==> src/rtl/freq_meas_ctrl.sv <==
// Measurement sequencer for the zero-crossing frequency detector (adc_clk domain).
// Optional AUTO_REARM_EN: after a result handshake, re-arm straight into WAIT_STABLE.
module freq_meas_ctrl #(
    parameter int DATA_WIDTH     = 12,
    parameter int SETTLE_CYCLES  = 64,
    parameter int TIMEOUT_CYCLES = 50000,
    parameter int AVG_LOG2       = 2,
    parameter int SAMPLE_GAP     = 16,
    parameter int MAX_RETRY      = 2
) (
    input  logic                  adc_clk,
    input  logic                  rst,
    input  logic                  start,
    input  logic                  abort,
    input  logic [DATA_WIDTH-1:0] det_period,
    input  logic                  det_stable,
    output logic                  det_clear,
    output logic                  busy,
    output logic [DATA_WIDTH-1:0] result_period,
    output logic                  result_valid,
    input  logic                  result_ready,
    output logic                  err_timeout,
    output logic                  err_unstable,
    output logic [2:0]            retry_cnt,
    output logic [2:0]            state_dbg
);

    localparam int ACC_W       = DATA_WIDTH + AVG_LOG2;
    localparam int SMP_W       = AVG_LOG2 + 1;
    localparam int NUM_SAMPLES = 1 << AVG_LOG2;
    localparam int TMO_W       = $clog2(TIMEOUT_CYCLES + 1);
    localparam int SET_W       = $clog2(SETTLE_CYCLES + 1);
    localparam int CNT_W       = (TMO_W > SET_W) ? TMO_W : SET_W;
    localparam int GAP_W       = $clog2(SAMPLE_GAP + 1);

    localparam logic [CNT_W-1:0] CNT_ONE     = CNT_W'(1);
    localparam logic [CNT_W-1:0] SETTLE_LAST = CNT_W'(SETTLE_CYCLES - 1);
    localparam logic [CNT_W-1:0] TMO_LAST    = CNT_W'(TIMEOUT_CYCLES - 1);
    localparam logic [GAP_W-1:0] GAP_ONE     = GAP_W'(1);
    localparam logic [GAP_W-1:0] GAP_LAST    = GAP_W'(SAMPLE_GAP - 1);
    localparam logic [SMP_W-1:0] SMP_ONE     = SMP_W'(1);
    localparam logic [SMP_W-1:0] SMP_LAST    = SMP_W'(NUM_SAMPLES - 1);
    localparam logic [2:0]       RETRY_MAX   = 3'(MAX_RETRY);

    // Valid/ready: result_valid rises with result_period already stable and
    // both hold until a cycle where result_valid && result_ready, which completes the transfer.
    typedef enum logic [2:0] {
        S_IDLE        = 3'd0,
        S_CLEAR       = 3'd1,
        S_SETTLE      = 3'd2,
        S_WAIT_STABLE = 3'd3,
        S_ACCUM       = 3'd4,
        S_DONE        = 3'd5,
        S_ERROR       = 3'd6
    } state_t;

    state_t             state;
    logic [CNT_W-1:0]   cnt;
    logic [GAP_W-1:0]   gap;
    logic [SMP_W-1:0]   smp_cnt;
    logic [ACC_W-1:0]   acc;
    logic [ACC_W-1:0]   acc_sum;
    logic [ACC_W-1:0]   acc_avg;

    assign acc_sum   = acc + ACC_W'(det_period);
    assign acc_avg   = acc_sum >> AVG_LOG2;
    assign state_dbg = state;

    always_ff @(posedge adc_clk) begin
        if (rst) begin
            state         <= S_IDLE;
            cnt           <= '0;
            gap           <= '0;
            smp_cnt       <= '0;
            acc           <= '0;
            det_clear     <= 1'b0;
            busy          <= 1'b0;
            result_period <= '0;
            result_valid  <= 1'b0;
            err_timeout   <= 1'b0;
            err_unstable  <= 1'b0;
            retry_cnt     <= 3'd0;
        end else if (abort && state != S_IDLE) begin
            // Abort leaves error flags, retry_cnt and the last result visible.
            state        <= S_IDLE;
            cnt          <= '0;
            gap          <= '0;
            det_clear    <= 1'b0;
            busy         <= 1'b0;
            result_valid <= 1'b0;
        end else begin
            case (state)
                S_IDLE, S_ERROR: begin
                    if (start && !abort) begin
                        err_timeout  <= 1'b0;
                        err_unstable <= 1'b0;
                        retry_cnt    <= 3'd0;
                        acc          <= '0;
                        smp_cnt      <= '0;
                        cnt          <= '0;
                        det_clear    <= 1'b1;
                        busy         <= 1'b1;
                        state        <= S_CLEAR;
                    end
                end
                S_CLEAR: begin
                    if (cnt == CNT_ONE) begin
                        cnt       <= '0;
                        det_clear <= 1'b0;
                        state     <= S_SETTLE;
                    end else begin
                        cnt <= cnt + CNT_ONE;
                    end
                end
                S_SETTLE: begin
                    if (cnt == SETTLE_LAST) begin
                        cnt   <= '0;
                        state <= S_WAIT_STABLE;
                    end else begin
                        cnt <= cnt + CNT_ONE;
                    end
                end
                S_WAIT_STABLE: begin
                    // Stable is tested first so it wins on the timeout cycle.
                    if (det_stable) begin
                        cnt     <= '0;
                        gap     <= '0;
                        smp_cnt <= '0;
                        acc     <= '0;
                        state   <= S_ACCUM;
                    end else if (cnt == TMO_LAST) begin
                        cnt         <= '0;
                        err_timeout <= 1'b1;
                        busy        <= 1'b0;
                        state       <= S_ERROR;
                    end else begin
                        cnt <= cnt + CNT_ONE;
                    end
                end
                S_ACCUM: begin
                    gap <= (gap == GAP_LAST) ? '0 : gap + GAP_ONE;
                    if (!det_stable) begin
                        if (retry_cnt < RETRY_MAX) begin
                            retry_cnt <= retry_cnt + 3'd1;
                            acc       <= '0;
                            smp_cnt   <= '0;
                            cnt       <= '0;
                            det_clear <= 1'b1;
                            state     <= S_CLEAR;
                        end else begin
                            err_unstable <= 1'b1;
                            busy         <= 1'b0;
                            state        <= S_ERROR;
                        end
                    end else if (gap == '0) begin
                        // A zero period means the detector glitched; restart the average.
                        if (det_period == '0) begin
                            acc     <= '0;
                            smp_cnt <= '0;
                        end else if (smp_cnt == SMP_LAST) begin
                            result_period <= acc_avg[DATA_WIDTH-1:0];
                            result_valid  <= 1'b1;
                            busy          <= 1'b0;
                            state         <= S_DONE;
                        end else begin
                            acc     <= acc_sum;
                            smp_cnt <= smp_cnt + SMP_ONE;
                        end
                    end
                end
                S_DONE: begin
                    if (result_ready) begin
                        result_valid <= 1'b0;
`ifdef AUTO_REARM_EN
                        retry_cnt    <= 3'd0;
                        cnt          <= '0;
                        busy         <= 1'b1;
                        state        <= S_WAIT_STABLE;
`else
                        state        <= S_IDLE;
`endif
                    end
                end
                default: begin
                    state <= S_IDLE;
                end
            endcase
        end
    end

endmodule
==> config.mk <==
export PLATFORM = sky130hd
export DESIGN_NAME = freq_meas_ctrl
export DESIGN_NICKNAME = d
export VERILOG_FILES = /design/src/rtl/freq_meas_ctrl.sv
export SDC_FILE = /design/constraint.sdc
export NUM_CORES = 1
export LEC_CHECK = 0
export ABC_AREA = 1
export CAP_MARGIN = 15
export CORE_MARGIN = 2
export CORE_UTILIZATION = 57
export CTS_BUF_LIST = sky130_fd_sc_hd__clkbuf_4 sky130_fd_sc_hd__clkbuf_8
export DETAILED_ROUTE_END_ITERATION = 6
export GPL_TIMING_DRIVEN = 0
export PLACE_DENSITY_LB_ADDON = 0.15
export REMOVE_ABC_BUFFERS = 1
export SLEW_MARGIN = 20
export SYNTH_ARGS = -nofsm -noshare
export SYNTH_HDL_FRONTEND = slang
export SYNTH_SLANG_ARGS = --single-unit
==> constraint.sdc <==
create_clock -name adc_clk -period 2.6 [get_ports adc_clk]
set_input_delay 0.78 -clock adc_clk [delete_from_list [all_inputs] [get_ports adc_clk]]
set_output_delay 0.78 -clock adc_clk [all_outputs]
set_load 0.005 [all_outputs]
==> results of run 1 <==
[worst max-delay path: stages]
cell             delay [ps]
clkdlybuf4s50_1         500
ha_2                    210
inv_1                    60
fa_2                    350
inv_2                    70
nand3_1                  70
nand2_2                 110
nand3_1                  90
nand3_1                  80
nand2_1                  60
nand2_2                  80
nor2_1                   50
nor2_1                  110
nor2_1                   60
[what timing repair did]
item	CTS	global route
buffers inserted	2	5
pin swaps	1	3
hold buffers	0	0
resized for setup	2	10
endpoints found under the setup margin	20	26
[kinds of logic (layout without fill, tap and decap cells)]
| kind of cell | count (synthesis) | count (layout) | share of synthesized area |
|---|---|---|---|
| XOR/XNOR | 13 | 13 | 0.0294 |
| buffers and inverters | 99 | 152 | 0.103 |
| adder cells (fa/ha/maj) | 20 | 20 | 0.0665 |
| flip-flops | 61 | 61 | 0.315 |
| AO/OA/AOI/OAI | 73 | 73 | 0.0997 |
| AND/OR/NAND/NOR | 347 | 347 | 0.386 |
[layout make-up]
cell class                      count  area, um2  share of cell area
Clock buffer                       10        138              0.0298
Clock inverter                      6       62.6              0.0136
Inverter                           89        337              0.0730
Multi-Input combinational cell    453       2290               0.497
Sequential cell                    61       1220               0.265
Tap cell                           80        100              0.0217
Timing Repair Buffer               47        464               0.101
[through the flow]
stage,instance area (um2),util,setup TNS (ps)
floorplan,3810,-,0
global placement,4310,0.645,-15180
detailed placement,4310,0.645,-16330
CTS,4550,0.680,0
global route,4610,0.690,-20.5
finish,4610,0.690,0
[placed cells by master (no fill, tap or decap), types with 2 or more instances in the layout]
cell,n
nand4_1,10
xor2_1,7
clkbuf_8,10
nand3_1,37
inv_1,83
nand3_4,2
xnor2_1,5
nor2_4,3
nor3_1,19
ha_1,18
and2_1,2
nor2_2,3
inv_2,5
nand2_2,8
buf_4,6
dfxtp_1,61
nand3_2,2
a21oi_2,3
clkinv_2,3
clkdlybuf4s50_1,39
a31oi_1,2
clkinv_4,2
nand2_1,183
o21ai_0,14
a21oi_1,49
nor2_1,75
[path summary, 6_finish.rpt]
| kind | from | end | depth (start not counted) |
|---|---|---|---|
| max reg2reg | state_dbg[0] | cnt[3] | 9 |
| min reg2reg | err_unstable | err_unstable | 2 |
| max | det_period[0] | acc[12] | 14 |
| min | err_unstable | err_unstable | 2 |
[power breakdown]
group,total (W),internal [W],switching [W],leakage [nW]
Sequential,0.00111,0.00101,0.0000931,0.493
Clock,0.000867,0.000467,0.000400,0.106
Combinational,0.00145,0.000523,0.000924,1.44
[per-layer routing]
layer / routed length [um] / track usage / part of all wire
met5: 0 / 0 / 0
met3: 568 / 0.0495 / 0.059
met1: 4530 / 0.356 / 0.47
met2: 4360 / 0.424 / 0.45
met4: 187 / 0.102 / 0.019
[flip-flops by register name, indices dropped and copies added (netlist names)]
register / flops
result_period: 12
cnt: 16
acc: 14
retry_cnt: 3
busy: 1
det_clear: 1
result_valid: 1
err_timeout: 1
state_dbg: 3
gap: 5
smp_cnt: 3
err_unstable: 1
==> run summary, run 1 <==
Status = complete, no violations
Top-count cell post-synth = nand2_1
Final cell count without fillers = 746
Top post-synthesis cells by area = dfxtp_1 (32%), nand2_1 (18%), inv_1 (8.1%)
RD Place Congestion = 0.930
Max Transition Viols Final = 0
Antenna-violating nets left = 0
Clock skew = 9.73 ps
Critical Path AT = 2680 ps
Crit Path Class = input port to flip-flop
Worst setup SP type = input port
Worst Tran Pin Value = 1120 ps
CP Max Fanout = 4
Unrepaired setup endpoints after global routing = yes
Initial antenna violation count = 0
Die height = 86.5 um
First-pass GRT wire length = 15.8 mm
H-Tree Depth = 3
Worst-skew pair later-pin latency = 350 ps
Synthesized flop and latch total = 61
YS warnings = 0
Hold Vio Cnt, Final = 0
WL/cell = 12.9 um
Die ar. = 7480 um2
Dpl ws = -495 ps
Area delta synth->final = 19.0%
Top Ports = 41
Share of layout cells above drive strength 1 = 0.0826
TritonCTS clock tree = yes
Initial Util = 0.580
CP Capture Type = flip-flop
GR Util All Layers = 0.265
Hpwl dp = 6.92 mm
Fill cells = 602
Final setup fails = 0
P per Cell Area = 742 nW/um2
Reg-to-reg slack, setup = 510 ps
Antenna Cells = 0
Vias per inst = 5.32
Dpl cells = 723
Drt initial violations = 215
Die width = 86.5 um
Worst Hold Class = flip-flop to flip-flop
DRT Pass-1 Iters = 5
Synth Flop Type = dfxtp_1
Vias in the first global route = 3555
Mapped Area = 3880 um2
Num CTS Buffers = 9
Avg Inst Size Synth = 6.32 um2
Slew headroom = 0.256
Fin crit share = 0.959
Clock Tree Root = clkbuf_8
DR DRC count = 0
DRT Wirelength = 9.64 mm
Row count = 30
CTS max path bufs = 2
Core Area = 6680 um2
Worst path required time = 2790 ps
Commonest cells in the netlist = nand2_1 (186), inv_1 (84), nor2_1 (76), dfxtp_1 (61), a21oi_1 (50)
Tmin final = 2490 ps
Largest net degree at the start of global routing = 29
Via Count = 3966
Layout Nets = 699
Clock sink count = 61
Pleak = 2.04 nW
Max Clk Rate = 0.401 GHz
Async set-reset flop share out of synthesis = 0
Cells after synthesis = 613
Final WS setup = 105 ps
Post-synth EDFFs = 0
Synth unique cells = 34
Register clock-pin slew on the reported worst setup and hold paths = 70 ps
Grt ovf = 0
Largest area contributor in the netlist = dfxtp_1
Post-synth top area share = 0.315
Total Power = 0.00342 W
Worst vdd ir = 683 uV
Post-synthesis sequential area ratio = 0.315
Max Cap Viol = 0
I/O Buffers = 40
Min Hold Slack = 464 ps
Power figures use the tool's default switching activity.
==> inputs of run 2 (changes only) <==
--- a/config.mk
+++ b/config.mk
@@ -6,7 +6,7 @@
 export NUM_CORES = 1
 export LEC_CHECK = 0
 export ABC_AREA = 1
-export CAP_MARGIN = 15
+export CAP_MARGIN = 20
 export CORE_MARGIN = 2
 export CORE_UTILIZATION = 57
 export CTS_BUF_LIST = sky130_fd_sc_hd__clkbuf_4 sky130_fd_sc_hd__clkbuf_8
==> results of run 2 <==
The final DEF is identical to that of run 1; final timing and power are the same.
==> inputs of run 3 (changes only) <==
--- a/config.mk
+++ b/config.mk
@@ -5,7 +5,6 @@
 export SDC_FILE = /design/constraint.sdc
 export NUM_CORES = 1
 export LEC_CHECK = 0
-export ABC_AREA = 1
 export CAP_MARGIN = 20
 export CORE_MARGIN = 2
 export CORE_UTILIZATION = 57
@@ -14,6 +13,7 @@
 export GPL_TIMING_DRIVEN = 0
 export PLACE_DENSITY_LB_ADDON = 0.15
 export REMOVE_ABC_BUFFERS = 1
+export SETUP_SLACK_MARGIN = 0.4
 export SLEW_MARGIN = 20
 export SYNTH_ARGS = -nofsm -noshare
 export SYNTH_HDL_FRONTEND = slang
==> run 3 against run 2 <==
Compared with the run above: combinational power is 14% higher; first-iteration DRC count is 77% higher; critical endpoint is now acc[10]; setup slack better by 190 ps; sequential cell count stayed put; critical path type unchanged; global-route usage is 3.8 points higher.
==> run summary, run 3 <==
Max Clk Rate = 0.434 GHz (was 0.401 GHz)
Top-count cell post-synth = dfxtp_1 (was nand2_1)
Die ar. = 6950 um2 (was 7480 um2)
Initial antenna violation count = 0 (unchanged)
Worst setup SP type = input port (unchanged)
NetSw = 0.00145 W (was 0.00142 W)
Fin crit share = 0.886 (was 0.959)
Hold path start = result_period[5] (was err_unstable)
P per Cell Area = 722 nW/um2 (was 742 nW/um2)
R2r worst-path depth = 9 (unchanged)
Total Power = 0.00362 W (was 0.00342 W)
Worst Hold Class = flip-flop to flip-flop (unchanged)
Clk network pwr share = 0.231 (was 0.253)
FF/Latch Area = 1230 um2 (was 1220 um2)
R2r endpoint = acc[10] (was cnt[3])
Final WS setup = 296 ps (was 105 ps)
Antenna-violating nets left = 0 (unchanged)
Vias in the first global route = 3705 (was 3555)
Clock Tree Root = clkbuf_8 (unchanged)
CP Max Fanout = 3 (was 4)
Die height = 83.4 um (was 86.5 um)
Tmin final = 2300 ps (was 2490 ps)
YS warnings = 0 (unchanged)
Most common cell after layout, fill and taps aside = dfxtp_1 (was nand2_1)
Hold Vio Cnt, Final = 0 (unchanged)
Worst-skew pair later-pin latency = 350 ps (about the same)
Register clock-pin slew on the reported worst setup and hold paths = 70 ps (about the same)
Via Count = 4115 (was 3966)
Dpl ws = -1340 ps (was -495 ps)
TritonCTS clock tree = yes (unchanged)
Cells after synthesis = 449 (was 613)
Worst Setup EP = acc[10] (was acc[12])
Layout Nets = 566 (was 699)
CTS max path bufs = 2 (unchanged)
CP Capture Type = flip-flop (unchanged)
Largest regs = cnt: 16 flops, acc: 14 flops, result_period: 12 flops (unchanged)
Largest area contributor in the netlist = dfxtp_1 (unchanged)
DRT Pass-1 Iters = 6 (was 5)
Final core occ = 0.838 (was 0.690)
H-Tree Depth = 3 (unchanged)
Unrepaired setup endpoints after global routing = yes (unchanged)
Post-synth EDFFs = 0 (unchanged)
Sw Share = 0.401 (was 0.414)
Critical Path AT = 2510 ps (was 2680 ps)
Synth unique cells = 61 (was 34)
Crit Path Class = input port to flip-flop (unchanged)
Top Ports = 41 (unchanged)
Grt ovf = 0 (unchanged)
Max Transition Viols Final = 0 (unchanged)
Largest net degree at the start of global routing = 32 (was 29)
Worst Tran Pin Value = 620 ps (was 1120 ps)
Max reg flops = 16 (unchanged)
Most frequent cells in the layout = dfxtp_1 (58), nor2_1 (57), buf_4 (42) (was nand2_1 (183), inv_1 (83), nor2_1 (75))
Post-synth top area share = 0.340 (was 0.315)
I/O Buffers = 40 (unchanged)
Num CTS Buffers = 9 (unchanged)
Max Cap Viol = 0 (unchanged)
Core Area = 5990 um2 (was 6680 um2)
Pleak = 1.82 nW (was 2.04 nW)
Share of layout cells above drive strength 1 = 0.265 (was 0.0826)
Footprint of the multi-input gates = 2710 um2 (was 2290 um2)
Worst vdd ir = 719 uV (was 683 uV)
Reg-to-reg slack, setup = 320 ps (was 510 ps)
Status = complete, no violations (unchanged)
Clock sink count = 61 (unchanged)
Top post-synthesis cells by area = dfxtp_1 (34%), ha_1 (6.6%), nor2_1 (6.1%) (was dfxtp_1 (32%), nand2_1 (18%), inv_1 (8.1%))
RD Place Congestion = 0.891 (was 0.930)
Initial Util = 0.600 (was 0.580)
Reg power frac = 0.311 (was 0.324)
Worst path required time = 2800 ps (was 2790 ps)
Die width = 83.4 um (was 86.5 um)
First-pass GRT wire length = 17.3 mm (was 15.8 mm)
Area delta synth->final = 39.7% (was 19.0%)
Slew headroom = 0.583 (was 0.256)
Synth Flop Type = dfxtp_1 (unchanged)
RR Startpoint = acc[0] (was state_dbg[0])
Hpwl dp = 6.22 mm (was 6.92 mm)
Setup tns final = 0 ps (unchanged)
Clock skew = 5.56 ps (was 9.73 ps)
Commonest cells in the netlist = dfxtp_1 (61), nor2_1 (58), nand2_1 (42), a21oi_1 (36) (was nand2_1 (186), inv_1 (84), nor2_1 (76), dfxtp_1 (61), a21oi_1 (50))
GR Util All Layers = 0.303 (was 0.265)
DRT Wirelength = 12.6 mm (was 9.64 mm)
Min Hold Slack = 454 ps (was 464 ps)
Vias per inst = 6.78 (was 5.32)
Drt initial violations = 381 (was 215)
Internal power contribution = 0.00217 W (was 0.00200 W)
Fill cells = 328 (was 602)
Mapped Area = 3590 um2 (was 3880 um2)
Largest Register = cnt (unchanged)
Power share of the combinational group = 0.458 (was 0.423)
Antenna Cells = 0 (unchanged)
Avg Inst Size Synth = 8.00 um2 (was 6.32 um2)
WL/cell = 20.7 um (was 12.9 um)
Crit path from = det_period[0] (unchanged)
Final setup fails = 0 (unchanged)
Row count = 28 (was 30)
Async set-reset flop share out of synthesis = 0 (unchanged)
DR DRC count = 0 (unchanged)
Post-synthesis sequential area ratio = 0.340 (was 0.315)
Synthesized flop and latch total = 61 (unchanged)
[run 3: cell types whose count changed in the layout (fill, tap and decap cells not counted), moves of 8 or more]
cell             previous run  this run
a21oi_1                    49        29
a22oi_1                     1         9
buf_4                       6        42
clkdlybuf4s50_1            39        24
ha_1                       18         7
ha_4                        0        12
inv_1                      83        16
nand2_1                   183        41
nand3_1                    37        17
nor2_1                     75        57
[run 3: per-layer routing]
layer,GRT usage,vias up,part of all wire,wire [um]
li1,-,1792,-,-
met1,0.352,1916,0.36,4550
met2,0.538,306,0.48,6100
met3,0.0457,101,0.086,1080
met4,0.152,0,0.068,857
met5,0,-,0,0
[run 3: power by group through the flow]
stage               Combinational [W]  Sequential, W  Clock, W
floorplan                    0.000766        0.00111         0
global placement              0.00106        0.00114         0
detailed placement            0.00111        0.00114         0
CTS                           0.00140        0.00114  0.000831
global route                  0.00175        0.00114  0.000873
finish                        0.00166        0.00113  0.000835
[run 3: cells by family after synthesis]
group,count (synthesis),share of synthesized area
AO/OA/AOI/OAI,115,0.215
XOR/XNOR,20,0.0488
adder cells (fa/ha/maj),20,0.0718
buffers and inverters,34,0.0401
flip-flops,61,0.340
multiplexers,3,0.00836
AND/OR/NAND/NOR,196,0.276
[run 3: worst min-delay path by stage]
| stage | endpoint | slack, ps | depth (start not counted) |
|---|---|---|---|
| after global routing | result_period[6] | 490 | 2 |
| after detailed placement | gap[4] | 440 | 2 |
| after global placement | gap[4] | 430 | 2 |
| final | result_period[5] | 450 | 2 |
| after CTS | result_period[4] | 460 | 2 |
| after floorplan | gap[4] | 420 | 2 |
[run 3: worst max-delay path, cell delays in order]
cell	delay, ps
buf_8	80
ha_4	130
inv_2	40
fa_2	330
nand2b_4	160
a21oi_4	140
o21a_1	200
nor4_1	70
a211oi_1	390
o21ai_0	200
[run 3: final cells by class]
class	count	area share
clock inverters	5	0.0105
clock buffers	10	0.0262
inverters	19	0.0145
repair buffers	82	0.144
multi-input cells	355	0.541
flip-flops and latches	61	0.246
well taps	75	0.0187
[run 3: timing repair]
| item | CTS | global route |
|---|---|---|
| hold buffers | 0 | 0 |
| endpoints found under the setup margin | 64 | 48 |
| cloned | 1 | 0 |
| pin swaps | 25 | 33 |
| setup buffers | 23 | 19 |
| hold endpoints to repair | 0 | 0 |
| resized for setup | 100 | 46 |
[run 3: per-stage QoR]
step | area (um2) | instances
3_5_place_dp | 4020 | 549
4_1_cts | 4730 | 588
2_1_floorplan | 3520 | 434
6_report | 5020 | 607
3_3_place_gp | 4010 | 549
5_1_grt | 5020 | 607
